===== src/rtl/fp_adder_if.sv =====
// Operand/result bundle for the binary16 adder: the master drives both operands
// and the slave returns the packed sum.
interface fp_adder_if;
    logic [15:0] input_1_80;
    logic [15:0] input_2_80;
    logic [15:0] sum_80;

    modport master (output input_1_80, output input_2_80, input sum_80);
    modport slave  (input input_1_80, input input_2_80, output sum_80);
endinterface


===== src/rtl/fp_adder.sv =====
// Pipelined IEEE-754 binary16 adder; round-to-nearest-even when FP_ADDER_RNE_EN is defined, else truncation.
// Latency 4 cycles: operands are registered through four stages, and the sum changes after the fourth register.
// No backpressure: one operand pair is accepted on every clock edge.
module fp_adder (
    input  logic      clock_80,
    input  logic      reset_n_80,
    fp_adder_if.slave bus
);
`ifdef FP_ADDER_RNE_EN
    localparam int XB = 3;
`else
    localparam int XB = 0;
`endif
    // Mantissa width = hidden bit + 10 fraction bits + any guard/round/sticky bits.
    localparam int MW = 11 + XB;

    function automatic logic [3:0] lzc(input logic [MW-1:0] v);
        lzc = 4'(MW);
        for (int i = 0; i < MW; i++)
            if (v[i]) lzc = 4'(MW - 1 - i);
    endfunction

    logic [15:0] op_a, op_b;
    assign op_a = bus.input_1_80;
    assign op_b = bus.input_2_80;

    // S1: unpack, order by magnitude, exponent difference, special cases.
    logic        a_big, spec_c;
    logic [15:0] spec_val_c;
    logic [4:0]  a_e, b_e;
    logic [10:0] a_m, b_m;

    always_comb begin
        a_e        = op_a[14:10];
        b_e        = op_b[14:10];
        a_m        = {a_e != 5'd0, op_a[9:0]};
        b_m        = {b_e != 5'd0, op_b[9:0]};
        a_big      = op_a[14:0] >= op_b[14:0];
        spec_c     = 1'b1;
        spec_val_c = 16'h0000;
        if (a_e == 5'h1F && b_e == 5'h1F && op_a[15] != op_b[15])
            spec_val_c = 16'h7E00;
        else if (a_e == 5'h1F)
            spec_val_c = {op_a[15], 5'h1F, 10'h000};
        else if (b_e == 5'h1F)
            spec_val_c = {op_b[15], 5'h1F, 10'h000};
        else if (a_e == 5'd0 && b_e == 5'd0)
            spec_val_c = 16'h0000;
        else if (a_e == 5'd0)
            spec_val_c = op_b;
        else if (b_e == 5'd0)
            spec_val_c = op_a;
        else
            spec_c = 1'b0;
    end

    logic        s1_sign, s1_sub, s1_spec;
    logic [4:0]  s1_exp, s1_d;
    logic [10:0] s1_mb, s1_ms;
    logic [15:0] s1_spec_val;

    // S2: align the smaller mantissa and add/subtract.
    logic [4:0]     sh;
    logic [MW-1:0]  big_x, small_x, aligned;
    logic [MW+13:0] wide;
    logic [MW:0]    sum_c;

    always_comb begin
        sh      = (s1_d > 5'd14) ? 5'd14 : s1_d;
        big_x   = MW'(s1_mb) << XB;
        small_x = MW'(s1_ms) << XB;
        wide    = {small_x, 14'b0} >> sh;
        aligned = wide[MW+13:14];
`ifdef FP_ADDER_RNE_EN
        aligned[0] = aligned[0] | (|wide[13:0]);
`endif
        sum_c = s1_sub ? ({1'b0, big_x} - {1'b0, aligned})
                       : ({1'b0, big_x} + {1'b0, aligned});
    end

    logic            s2_sign, s2_spec;
    logic [4:0]      s2_exp;
    logic [MW:0]     s2_sum;
    logic [15:0]     s2_spec_val;

    // S3: normalize right on carry-out, else left by the leading-zero count.
    logic [3:0]    lz;
    logic [MW-1:0] norm_c;
    logic [6:0]    exp_c;

    always_comb begin
        lz = lzc(s2_sum[MW-1:0]);
        if (s2_sum[MW]) begin
            norm_c = s2_sum[MW:1];
`ifdef FP_ADDER_RNE_EN
            norm_c[0] = s2_sum[1] | s2_sum[0];
`endif
            exp_c = {2'b00, s2_exp} + 7'd1;
        end else begin
            norm_c = s2_sum[MW-1:0] << lz;
            exp_c  = {2'b00, s2_exp} - {3'b000, lz};
        end
    end

    logic          s3_sign, s3_zero, s3_spec;
    logic [6:0]    s3_exp;
    logic [MW-1:0] s3_norm;
    logic [15:0]   s3_spec_val;

    // S4: round, renormalize on rounding carry, range-check and pack.
    logic        up;
    logic [11:0] m_rnd, m_fin;
    logic [6:0]  e_fin;
    logic [15:0] res_c;
    logic        unused_bits;

    always_comb begin
        up = 1'b0;
`ifdef FP_ADDER_RNE_EN
        up = s3_norm[2] & (s3_norm[1] | s3_norm[0] | s3_norm[3]);
`endif
        m_rnd = {1'b0, s3_norm[MW-1:XB]} + {11'b0, up};
        m_fin = m_rnd;
        e_fin = s3_exp;
        if (m_rnd[11]) begin
            m_fin = m_rnd >> 1;
            e_fin = s3_exp + 7'd1;
        end
        if (s3_spec)
            res_c = s3_spec_val;
        else if (s3_zero)
            res_c = 16'h0000;
        else if (e_fin[6] || e_fin == 7'd0)
            res_c = {s3_sign, 15'h0000};
        else if (e_fin >= 7'd31)
            res_c = {s3_sign, 5'h1F, 10'h000};
        else
            res_c = {s3_sign, e_fin[4:0], m_fin[9:0]};
    end

    assign unused_bits = ^{m_fin[11:10], wide[13:0]};

    logic [15:0] sum_q;

    always_ff @(posedge clock_80) begin
        if (!reset_n_80) begin
            s1_sign <= 1'b0;  s1_sub <= 1'b0;  s1_spec <= 1'b0;  s1_exp <= '0;
            s1_d    <= '0;    s1_mb  <= '0;    s1_ms   <= '0;    s1_spec_val <= '0;
            s2_sign <= 1'b0;  s2_spec <= 1'b0; s2_exp <= '0;     s2_sum <= '0;
            s2_spec_val <= '0;
            s3_sign <= 1'b0;  s3_zero <= 1'b0; s3_spec <= 1'b0;  s3_exp <= '0;
            s3_norm <= '0;    s3_spec_val <= '0;
            sum_q   <= 16'h0000;
        end else begin
            s1_sign     <= a_big ? op_a[15] : op_b[15];
            s1_sub      <= op_a[15] ^ op_b[15];
            s1_exp      <= a_big ? a_e : b_e;
            s1_d        <= a_big ? (a_e - b_e) : (b_e - a_e);
            s1_mb       <= a_big ? a_m : b_m;
            s1_ms       <= a_big ? b_m : a_m;
            s1_spec     <= spec_c;
            s1_spec_val <= spec_val_c;
            s2_sign     <= s1_sign;
            s2_exp      <= s1_exp;
            s2_sum      <= sum_c;
            s2_spec     <= s1_spec;
            s2_spec_val <= s1_spec_val;
            s3_sign     <= s2_sign;
            s3_exp      <= exp_c;
            s3_norm     <= norm_c;
            s3_zero     <= (s2_sum == '0);
            s3_spec     <= s2_spec;
            s3_spec_val <= s2_spec_val;
            sum_q       <= res_c;
        end
    end

    assign bus.sum_80 = sum_q;
endmodule


===== src/flat_wrapper.sv =====
// flat-port wrapper written by rule: the top's interface ports become plain ports
module fp_adder_flat 
  (clock_80, reset_n_80, bus_input_1_80, bus_input_2_80, bus_sum_80);
  fp_adder_if bus_i ();
  input  logic clock_80;
  input  logic reset_n_80;
  input wire logic [$bits(bus_i.input_1_80)-1:0] bus_input_1_80;
  input wire logic [$bits(bus_i.input_2_80)-1:0] bus_input_2_80;
  output wire logic [$bits(bus_i.sum_80)-1:0] bus_sum_80;
  assign bus_i.input_1_80 = bus_input_1_80;
  assign bus_i.input_2_80 = bus_input_2_80;
  assign bus_sum_80 = bus_i.sum_80;
  fp_adder u_core (.clock_80(clock_80), .reset_n_80(reset_n_80), .bus(bus_i));
endmodule

===== config.mk =====
export PLATFORM = sky130hd
export DESIGN_NAME = fp_adder_flat
export DESIGN_NICKNAME = d
export VERILOG_FILES = /design/src/rtl/fp_adder_if.sv /design/src/rtl/fp_adder.sv /design/src/flat_wrapper.sv
export SDC_FILE = /design/constraint.sdc
export NUM_CORES = 1
export LEC_CHECK = 0
export BUFFER_PORTS_ARGS = -buffer_cell sky130_fd_sc_hd__buf_2
export CAP_MARGIN = 5
export CELL_PAD_IN_SITES_DETAIL_PLACEMENT = 1
export CELL_PAD_IN_SITES_GLOBAL_PLACEMENT = 1
export CORE_UTILIZATION = 45
export CTS_CLUSTER_SIZE = 8
export DETAILED_ROUTE_END_ITERATION = 8
export MAX_ROUTING_LAYER = met4
export PLACE_DENSITY_LB_ADDON = 0.1
export SLEW_MARGIN = 20
export SYNTH_ARGS = -nofsm -noshare
export SYNTH_HDL_FRONTEND = slang
export SYNTH_SLANG_ARGS = --single-unit

===== constraint.sdc =====
create_clock -name clock_80 -period 6.4 [get_ports clock_80]
set_input_delay 1.28 -clock clock_80 [delete_from_list [all_inputs] [get_ports clock_80]]
set_output_delay 1.28 -clock clock_80 [all_outputs]
set_load 0.005 [all_outputs]

==> results of run 1 <==
==> sequential cells by signal, summed over array words and instances, names as in the netlist, 7 cells and up <==
name,cells
u_core.bus.sum_80,16
u_core.s1_spec_val,16
u_core.s2_spec_val,16
u_core.s3_spec_val,16
u_core.s2_sum,12
u_core.big_x,11
u_core.s1_ms,11
u_core.s3_norm,10
u_core.s3_exp,7
==> report_power, final <==
part           total, mW  switching (mW)  leakage [nW]  internal (mW)
logic               1.23           0.710          1.95          0.518
clock network      0.929           0.339         0.263          0.590
registers           1.12           0.137          1.13          0.986
total               3.28            1.19          3.34           2.09
==> worst register-to-register path: stages, from the launching register on <==
cell	delay, ns
dfxtp_1	0.69
and3_2	0.33
o21ai_0	0.09
a31oi_1	0.19
a2bb2oi_1	0.38
inv_1	0.09
ha_1	0.29
mux2i_1	0.11
fa_1	0.47
a21o_1	0.20
a21oi_1	0.24
o21bai_1	0.12
a2111oi_0	0.47
nor3_1	0.16
a31oi_1	0.22
xor2_1	0.16
nor2_1	0.05
==> layout by cell type (no fill, tap or decap), types with 6 or more instances in the layout <==
master     instances
dfxtp_1          138
nor2_1           113
a21oi_1           50
buf_2             49
and2_1            45
inv_1             40
mux2i_1           38
ha_1              37
nand2_1           32
a22oi_1           23
o21ai_0           19
clkbuf_16         17
xnor2_1           14
nor3_1            14
xor2_1            11
nand3_1           10
a211oi_1          10
a31oi_1            9
a21o_1             9
nor2b_1            8
mux2_2             6
==> worst min-delay path by stage <==
stage / start / endpoint / slack (ns) / cells after the start
3_3_place_gp: u_core.s2_spec_val[4] / u_core.s3_spec_val[4] / 0.42 / 1
5_1_grt: u_core.s2_sign / u_core.s3_sign / 0.45 / 1
6_report: u_core.s2_sign / u_core.s3_sign / 0.43 / 1
3_5_place_dp: u_core.s1_sign / u_core.s2_sign / 0.42 / 1
2_1_floorplan: u_core.s1_exp[0] / u_core.s2_exp[0] / 0.41 / 1
4_1_cts: u_core.s2_sign / u_core.s3_sign / 0.43 / 1
==> metal layers <==
layer  global-route usage, %  up-vias
met5                       -        -
met4                    9.14        0
met3                    5.11       32
met2                    41.0       86
met1                    29.6     2633
li1                        -     2715
==> cells by family after synthesis <==
logic type	Yosys count	share of synthesized area, %
AND/OR/NAND/NOR	266	19.7
AO/OA/AOI/OAI	169	17.0
flip-flops	138	40.8
buffers and inverters	76	4.65
multiplexers	44	6.61
adder cells (fa/ha/maj)	41	8.01
XOR/XNOR	25	3.23
==> final cells by class <==
cell class                      instances  area [um^2]
Fill cell                            1676         6900
Clock inverter                          6         91.3
Sequential cell                       138         2760
Inverter                               42          158
Multi-Input combinational cell        545         3710
Timing Repair Buffer                   51          260
Tap cell                              184          230
Clock buffer                           24          472
==> through the flow <==
stage	hold slack, ns	worst slack (ns)	utilization [%]
after global routing	0.452	1.66	52.7
after global placement	0.419	2.27	48.8
after floorplan	0.412	2.64	-
after CTS	0.431	2.06	52.7
final	0.426	2.02	52.7
after detailed placement	0.421	2.08	48.8
==> flow_summary.ini, run 1 <==
[floorplan]
row_count = 44
io_pins = 50
die_width_um = 125
core_area_um2 = 14600
dieArea_um2 = 15600
start_util_pct = 46.4
die_y_um = 125

[detailed_routing]
wl_um = 18100
dr.pass1.iters = 4
wl_met2_um = 8750
wl_met1_um = 8390
viasPerCell = 5.52
highest_layer = met4
wl_per_cell_um = 18.3
final_antenna_net_count = 0
wl_met3_um = 443
num_vias = 5466
drc = 0
drt-initial-drc-count = 344

[logic_synthesis]
synth_most_common_cell = dfxtp_1
ys_types = 69
yosys_register_bits = 138
syn_area_um2 = 6780
yosysSeqAreaShare_pct = 40.8
netlist_top_cells_count = 138 x dfxtp_1, 113 x nor2_1, 51 x a21oi_1, 45 x and2_1, 40 x inv_1
syn_inst = 759
synth_top_cell_area_share_pct = 40.8
synthesis.yosys.warnings = 0
ys_top_cells_by_area = dfxtp_1 41%, ha_1 6.8%, nor2_1 6.3%, mux2i_1 5.6%, and2_1 4.2%
yosysTopAreaCell = dfxtp_1
synth.avg_cell_area_um2 = 8.93
ys_dominant_reg_cell = dfxtp_1
synth_nets = 834
synth_edf_count = 0
synthArstFlopShare_pct = 0

[global_routing]
grt_pass1_wl_um = 29500
grt.overflow.total = 0
grt_max_degree = 55
antenna_found_initial = 0
first_global_vias = 5679
grt_use_total_pct = 24.8

[worst_setup_path]
worstPathArrival_ns = 4.66
required_ns = 6.68
crit_cells = 16
worstSetupEndpoint = u_core.s2_sum[10]
cp_slowest_stage_delay_ns = 0.69
r2r-end = u_core.s2_sum[10]
path_cells = and3_2, o21ai_0, a31oi_1, a2bb2oi_1, inv_1, ha_1, mux2i_1, fa_1, a21o_1, a21oi_1, o21bai_1, a2111oi_0, nor3_1, a31oi_1, xor2_1, nor2_1
r2r_setup_slack_ns = 2.02
slowest_stage = dfxtp_1
critPathLaunchType = flip-flop
r2r_cells = 16
critPathCaptureType = flip-flop
crit_fanout = 15
path_buf_inv = 1
cp_common_cell = a31oi_1
path_delay_family = compound AO/OA/AOI/OAI gates
cp-startpoint = u_core.s1_d[1]
critPathKind = reg2reg
r2r_start = u_core.s1_d[1]

[pwr]
powerDensity_nw_per_um2 = 427
worst_ir_drop_vdd_v = 0.000208
power_mw = 3.28
leakagePower_nw = 3.34

[clock_tree]
clkLatencyLatePin_ns = 0.41
cts_sinks = 138
cts_max_level = 4
cts_tree = built
clk_pin_slew_ns = 0.05
ctsHoldBuffers = 0
cts_setup_buffers = 0
cts_buffer_depth = 2
cts_inserted_buffers = 17
ctsResizeCount = 0
cts-root-buf = clkbuf_16

[worst_hold_path]
hold_class = reg2reg

[sta]
timing.final.max_slew_violations = 0
min_period_over_period_pct = 68.4
fin_setup_tns_ns = 0
min_period_ns = 4.38
fmax_mhz = 228
hold_viol_final = 0
max_slew_margin_pct = 36.2
fin_worst_skew_ns = 0.00827
tightest_slew_ns = 0.952
rsz0062_at_grt = no
finalSetupViolCount = 0

[final_layout]
drive_gt1_share_pct = 12.9
final_nets = 870
finalNonFillerCells = 990
areaGrowthSynthToFinish_pct = 13.5
design_area_um2 = 7690
antenna_cells = 0

[flow_run]
maxCapViolations = 0

[place]
port_buffers = 49
dpl_cell_area_um2 = 7120
gp_congestion = 0.852
place_hpwl_um = 13600
place_inst = 960

[run_status]
status = complete, no violations
No activity file was read; power rests on OpenSTA's default activity.
==> run 2: changes to the inputs <==
--- a/config.mk
+++ b/config.mk
@@ -9,7 +9,7 @@
 export CAP_MARGIN = 5
 export CELL_PAD_IN_SITES_DETAIL_PLACEMENT = 1
 export CELL_PAD_IN_SITES_GLOBAL_PLACEMENT = 1
-export CORE_UTILIZATION = 45
+export CORE_UTILIZATION = 42
 export CTS_CLUSTER_SIZE = 8
 export DETAILED_ROUTE_END_ITERATION = 8
 export MAX_ROUTING_LAYER = met4
==> constraint.sdc (replaced) <==
create_clock -name clock_80 -period 3.85 [get_ports clock_80]
set_input_delay 0.77 -clock clock_80 [delete_from_list [all_inputs] [get_ports clock_80]]
set_output_delay 0.77 -clock clock_80 [all_outputs]
set_load 0.005 [all_outputs]
==> flow_summary.ini, run 2 (synthesis gave the netlist of run 1 again) <==
[detailed_routing]
viasPerCell = 5.29
wl_met3_um = 522
wl_met1_um = 8530
dr.pass1.iters = 4
highest_layer = met4
drt-initial-drc-count = 267
wl_per_cell_um = 17.5
wl_met2_um = 9120
final_antenna_net_count = 0
wl_um = 18500
num_vias = 5588
drc = 0

[sta]
fin_worst_skew_ns = 0.0110
max_slew_margin_pct = 29.0
finalSetupViolCount = 0
fin_setup_tns_ns = 0
tightest_slew_ns = 1.05
timing.final.max_slew_violations = 0
finalWorstSetupSlack_ns = 0.214
min_period_over_period_pct = 94.5
fmax_mhz = 275
hold_viol_final = 0
min_period_ns = 3.64

[flow_run]
maxCapViolations = 0

[global_routing]
first_global_vias = 5732
grt_max_degree = 54
grt.overflow.total = 0
antenna_found_initial = 0
grt_use_total_pct = 24.2
grt_pass1_wl_um = 29700

[place]
port_buffers = 49
post-place-ws_ns = -0.0379
place_inst = 1025
place_hpwl_um = 14300
dpl_cell_area_um2 = 7420
gp_congestion = 0.870

[final_layout]
antenna_cells = 0
drive_gt1_share_pct = 18.2
design_area_um2 = 8040
final_common_cell = dfxtp_1
final_cell_mix = 136 x dfxtp_1, 112 x nor2_1, 49 x a21oi_1, 49 x buf_2, 45 x and2_1
multi_input_area_um2 = 3750
seq_area_um2 = 2770
fillers = 1836
finalNonFillerCells = 1057
final_nets = 903
areaGrowthSynthToFinish_pct = 18.6

[clock_tree]
cts_sinks = 138
cts_tree = built
cts-root-buf = clkbuf_16
cts_buffer_depth = 2
clkLatencyLatePin_ns = 0.41
clk_pin_slew_ns = 0.06
cts_max_level = 4
cts_inserted_buffers = 17

[worst_setup_path]
critPathLaunchType = flip-flop
worstPathArrival_ns = 3.93
critPathCaptureType = flip-flop
r2r_setup_slack_ns = 0.21
r2r-end = u_core.s2_sum[10]
critPathKind = reg2reg
r2r_cells = 17
required_ns = 4.14
crit_fanout = 5
r2r_start = u_core.s1_d[1]

[pwr]
net-switching-power_mw = 2.15
p_comb_share_pct = 39.8
worst_ir_drop_vdd_v = 0.000334
pwr-share-seq_pct = 32.7
cell_internal_pwr_mw = 3.49
powerDensity_nw_per_um2 = 701
leakagePower_nw = 3.53
p_sw_share_pct = 38.1
p_clk_share_pct = 27.5

[floorplan]
core_area_um2 = 15800
die_width_um = 129
io_pins = 50
start_util_pct = 42.8
row_count = 46
die_y_um = 129
dieArea_um2 = 16600

[worst_hold_path]
hold_class = reg2reg
hold_path_depth = 1
hold_end = u_core.s2_spec_val[7]
hp-start = u_core.s1_spec_val[7]

[run_status]
status = complete, no violations
==> run 2: changes by cell type in the layout (fill, tap and decap cells not counted), sizes merged <==
cell | before | now
clkinvlp | 3 | 2
inv | 42 | 52
clkinv | 1 | 3
bufinv | 2 | 0
clkbuf | 24 | 17
buf | 51 | 84
==> run 2: layout make-up <==
type	count	area share [%]
sequential	138	34.4
inverter	42	1.96
clock inverter	15	1.82
multi-input combinational	545	46.7
clock buffer	17	5.29
tap	216	3.36
timing repair buffer	84	6.48
==> run 2: how the worst max path moves through the flow <==
stage	startpoint	to	slack, ns	cells past startpoint
finish	u_core.s1_d[1]	u_core.s2_sum[10]	0.21	17
detailed placement	u_core.s1_d[3]	u_core.s2_sum[10]	-0.04	16
global placement	u_core.s1_d[3]	u_core.s2_sum[10]	0.05	16
global route	u_core.s1_d[0]	u_core.s2_sum[9]	-0.003	16
CTS	u_core.s1_d[4]	u_core.s2_sum[10]	-0.04	17
floorplan	u_core.s1_d[4]	u_core.s2_sum[10]	0.09	17
==> run 2: metal layers <==
layer | global-route usage [%] | vias to the layer above
met3 | 4.38 | 20
met4 | 8.51 | 0
met2 | 40.6 | 90
met5 | - | -
li1 | - | 2788
met1 | 29.2 | 2690
==> run 2: critical path: stages (launching register included) <==
cell       delay (ns)
dfxtp_1          0.34
buf_4            0.17
nor4bb_1         0.33
or2_2            0.19
nand3b_1         0.09
o211ai_1         0.16
inv_1            0.08
ha_1             0.30
mux2i_2          0.09
fa_2             0.39
a21o_1           0.20
a21oi_2          0.15
o21bai_1         0.10
a2111oi_1        0.36
nor3_1           0.12
a31oi_1          0.22
xor2_1           0.17
nor2_1           0.05
==> run 2: what timing repair did <==
action                     4_1_cts  5_1_grt
setup endpoints to repair        2        4
gates resized for setup          3       10
hold endpoints to repair         0        0
buffers inserted                 0        0
pin swaps                        0        5
hold buffers                     0        0
==> run 2: stage by stage <==
step                hold slack [ns]  total power, mW  util, %
floorplan                     0.412             3.37        -
global placement              0.420             3.98     46.9
detailed placement            0.421             4.07     46.9
CTS                           0.436             5.65     50.5
global route                  0.439             6.01     50.8
finish                        0.425             5.63     50.8
==> run 2: power by group through the flow <==
stage	registers (mW)	logic [mW]	clock network [mW]
after detailed placement	1.87	2.20	0
after floorplan	1.77	1.60	0
after global routing	1.87	2.49	1.64
after global placement	1.86	2.11	0
final	1.84	2.24	1.55
after CTS	1.84	2.23	1.58
==> run 3: changes to the inputs <==
--- a/config.mk
+++ b/config.mk
@@ -6,11 +6,11 @@
 export NUM_CORES = 1
 export LEC_CHECK = 0
 export BUFFER_PORTS_ARGS = -buffer_cell sky130_fd_sc_hd__buf_2
-export CAP_MARGIN = 5
+export CAP_MARGIN = 20
 export CELL_PAD_IN_SITES_DETAIL_PLACEMENT = 1
 export CELL_PAD_IN_SITES_GLOBAL_PLACEMENT = 1
 export CORE_UTILIZATION = 42
-export CTS_CLUSTER_SIZE = 8
+export CTS_CLUSTER_SIZE = 20
 export DETAILED_ROUTE_END_ITERATION = 8
 export MAX_ROUTING_LAYER = met4
 export PLACE_DENSITY_LB_ADDON = 0.1
==> constraint.sdc (replaced) <==
create_clock -name clock_80 -period 3.85 [get_ports clock_80]
set_input_delay 0.385 -clock clock_80 [delete_from_list [all_inputs] [get_ports clock_80]]
set_output_delay 0.385 -clock clock_80 [all_outputs]
set_load 0.005 [all_outputs]
==> flow_summary.ini, run 3 (synthesis gave the netlist of run 1 again) <==
[run_status]
status = complete, no violations

[detailed_routing]
viasPerCell = 5.32
drt-initial-drc-count = 220
wl_per_cell_um = 17.7
dr.pass1.iters = 4
num_vias = 5649
wl_um = 18800
final_antenna_net_count = 0
drc = 0

[final_layout]
fillers = 1852
multi_input_area_um2 = 3780
finalNonFillerCells = 1061
final_cell_mix = 135 x dfxtp_1, 111 x nor2_1, 49 x buf_2
seq_area_um2 = 2770
antenna_cells = 0
drive_gt1_share_pct = 19.1
final_common_cell = dfxtp_1
areaGrowthSynthToFinish_pct = 19.7
design_area_um2 = 8110
final_nets = 907

[global_routing]
first_global_vias = 5906
grt_max_degree = 48
antenna_found_initial = 0
grt_use_total_pct = 24.7
grt_pass1_wl_um = 30300
grt.overflow.total = 0

[sta]
fmax_mhz = 272
timing.final.max_slew_violations = 0
rsz0062_at_grt = yes
hold_viol_final = 0
min_period_over_period_pct = 95.6
finalWorstSetupSlack_ns = 0.168
tightest_slew_ns = 1.10
fin_worst_skew_ns = 0.00752
min_period_ns = 3.68
fin_setup_tns_ns = 0
max_slew_margin_pct = 26.2
finalSetupViolCount = 0

[worst_setup_path]
crit_fanout = 8
critPathKind = reg2reg
cp_slowest_stage_delay_ns = 0.37
worstPathArrival_ns = 3.98
critPathLaunchType = flip-flop
slowest_stage = dfxtp_2
required_ns = 4.15
path_cells = buf_4, nor2_4, buf_4, mux2i_1, mux2i_1, a211o_1, nor3_1, nor2_1, xnor2_1, ha_1, a21oi_2, o21bai_1, a2111oi_2, nor3_1, a31oi_1, xor2_1, nor2_1
critPathCaptureType = flip-flop

[worst_hold_path]
hold_class = in2reg

[floorplan]
die_width_um = 129
core_area_um2 = 15800
start_util_pct = 42.8
io_pins = 50
row_count = 46
dieArea_um2 = 16600
die_y_um = 129

[place]
place_inst = 1028
place_hpwl_um = 14600
gp_congestion = 0.895
port_buffers = 49
dpl_cell_area_um2 = 7440
post-place-ws_ns = -0.0603

[pwr]
leakagePower_nw = 3.55
powerDensity_nw_per_um2 = 701
worst_ir_drop_vdd_v = 0.000305
power_mw = 5.68

[clock_tree]
clkLatencyLatePin_ns = 0.42
clk_pin_slew_ns = 0.06
ctsHoldBuffers = 0
cts_sinks = 138
cts_inserted_buffers = 17
cts_tree = built
cts_max_level = 4
cts_buffer_depth = 2
cts-root-buf = clkbuf_16

[flow_run]
maxCapViolations = 0
[run 3: report_power, final]
group	internal (mW)	switching (mW)	leakage (nW)
Combinational	1.02	1.30	2.14
Sequential	1.64	0.176	1.13
Clock	0.861	0.689	0.279
Total	3.51	2.17	3.55
[run 3: routing by layer]
layer	wire (um)	GRT usage [%]	part of all wire [%]
met1	8360	28.9	45
met2	9430	43.0	50
met3	639	3.96	3.4
met4	345	8.30	1.8
met5	0	-	0
[run 3: metrics by stage]
| stage | hold slack (ns) | util, % |
|---|---|---|
| 2_1_floorplan | 0.412 | - |
| 4_1_cts | 0.241 | 50.8 |
| 5_1_grt | 0.258 | 51.2 |
| 3_5_place_dp | 0.421 | 47.0 |
| 6_report | 0.253 | 51.2 |
| 3_3_place_gp | 0.420 | 47.0 |
[run 3: timing repair]
action | in CTS | in global routing
endpoints found under the setup margin | 3 | 4
endpoints found under the hold margin | 0 | 0
resized for setup | 7 | 11
pin swaps | 0 | 3
buffers inserted | 0 | 1
[run 3: area by class of cell]
class | instances | area share [%]
well taps | 216 | 3.33
flip-flops and latches | 138 | 34.1
clock inverters | 15 | 1.96
inverters | 42 | 1.94
repair buffers | 88 | 6.79
clock buffers | 17 | 5.25
multi-input cells | 545 | 46.6
[run 3: path summary, 6_finish.rpt]
kind | from | to | slack (ns) | cells past startpoint
worst min register to register | u_core.s2_spec_val[5] | u_core.s3_spec_val[5] | 0.43 | 1
worst max-delay path | u_core.s1_d[1] | u_core.s2_sum[10] | 0.17 | 17
worst max register to register | u_core.s1_d[1] | u_core.s2_sum[10] | 0.17 | 17
worst min-delay path | bus_input_1_80[0] | u_core.s1_ms[0] | 0.25 | 3
[run 3: worst max-delay path: cells and delay by family, from the launching register on]
| family | cells | cell delay, ns |
|---|---|---|
| compound gates | 5 | 1.22 |
| fa+ha+maj | 1 | 0.32 |
| buf+inv | 2 | 0.33 |
| xor+xnor | 2 | 0.32 |
| flops | 1 | 0.37 |
| simple gates | 5 | 0.63 |
| mux | 2 | 0.38 |
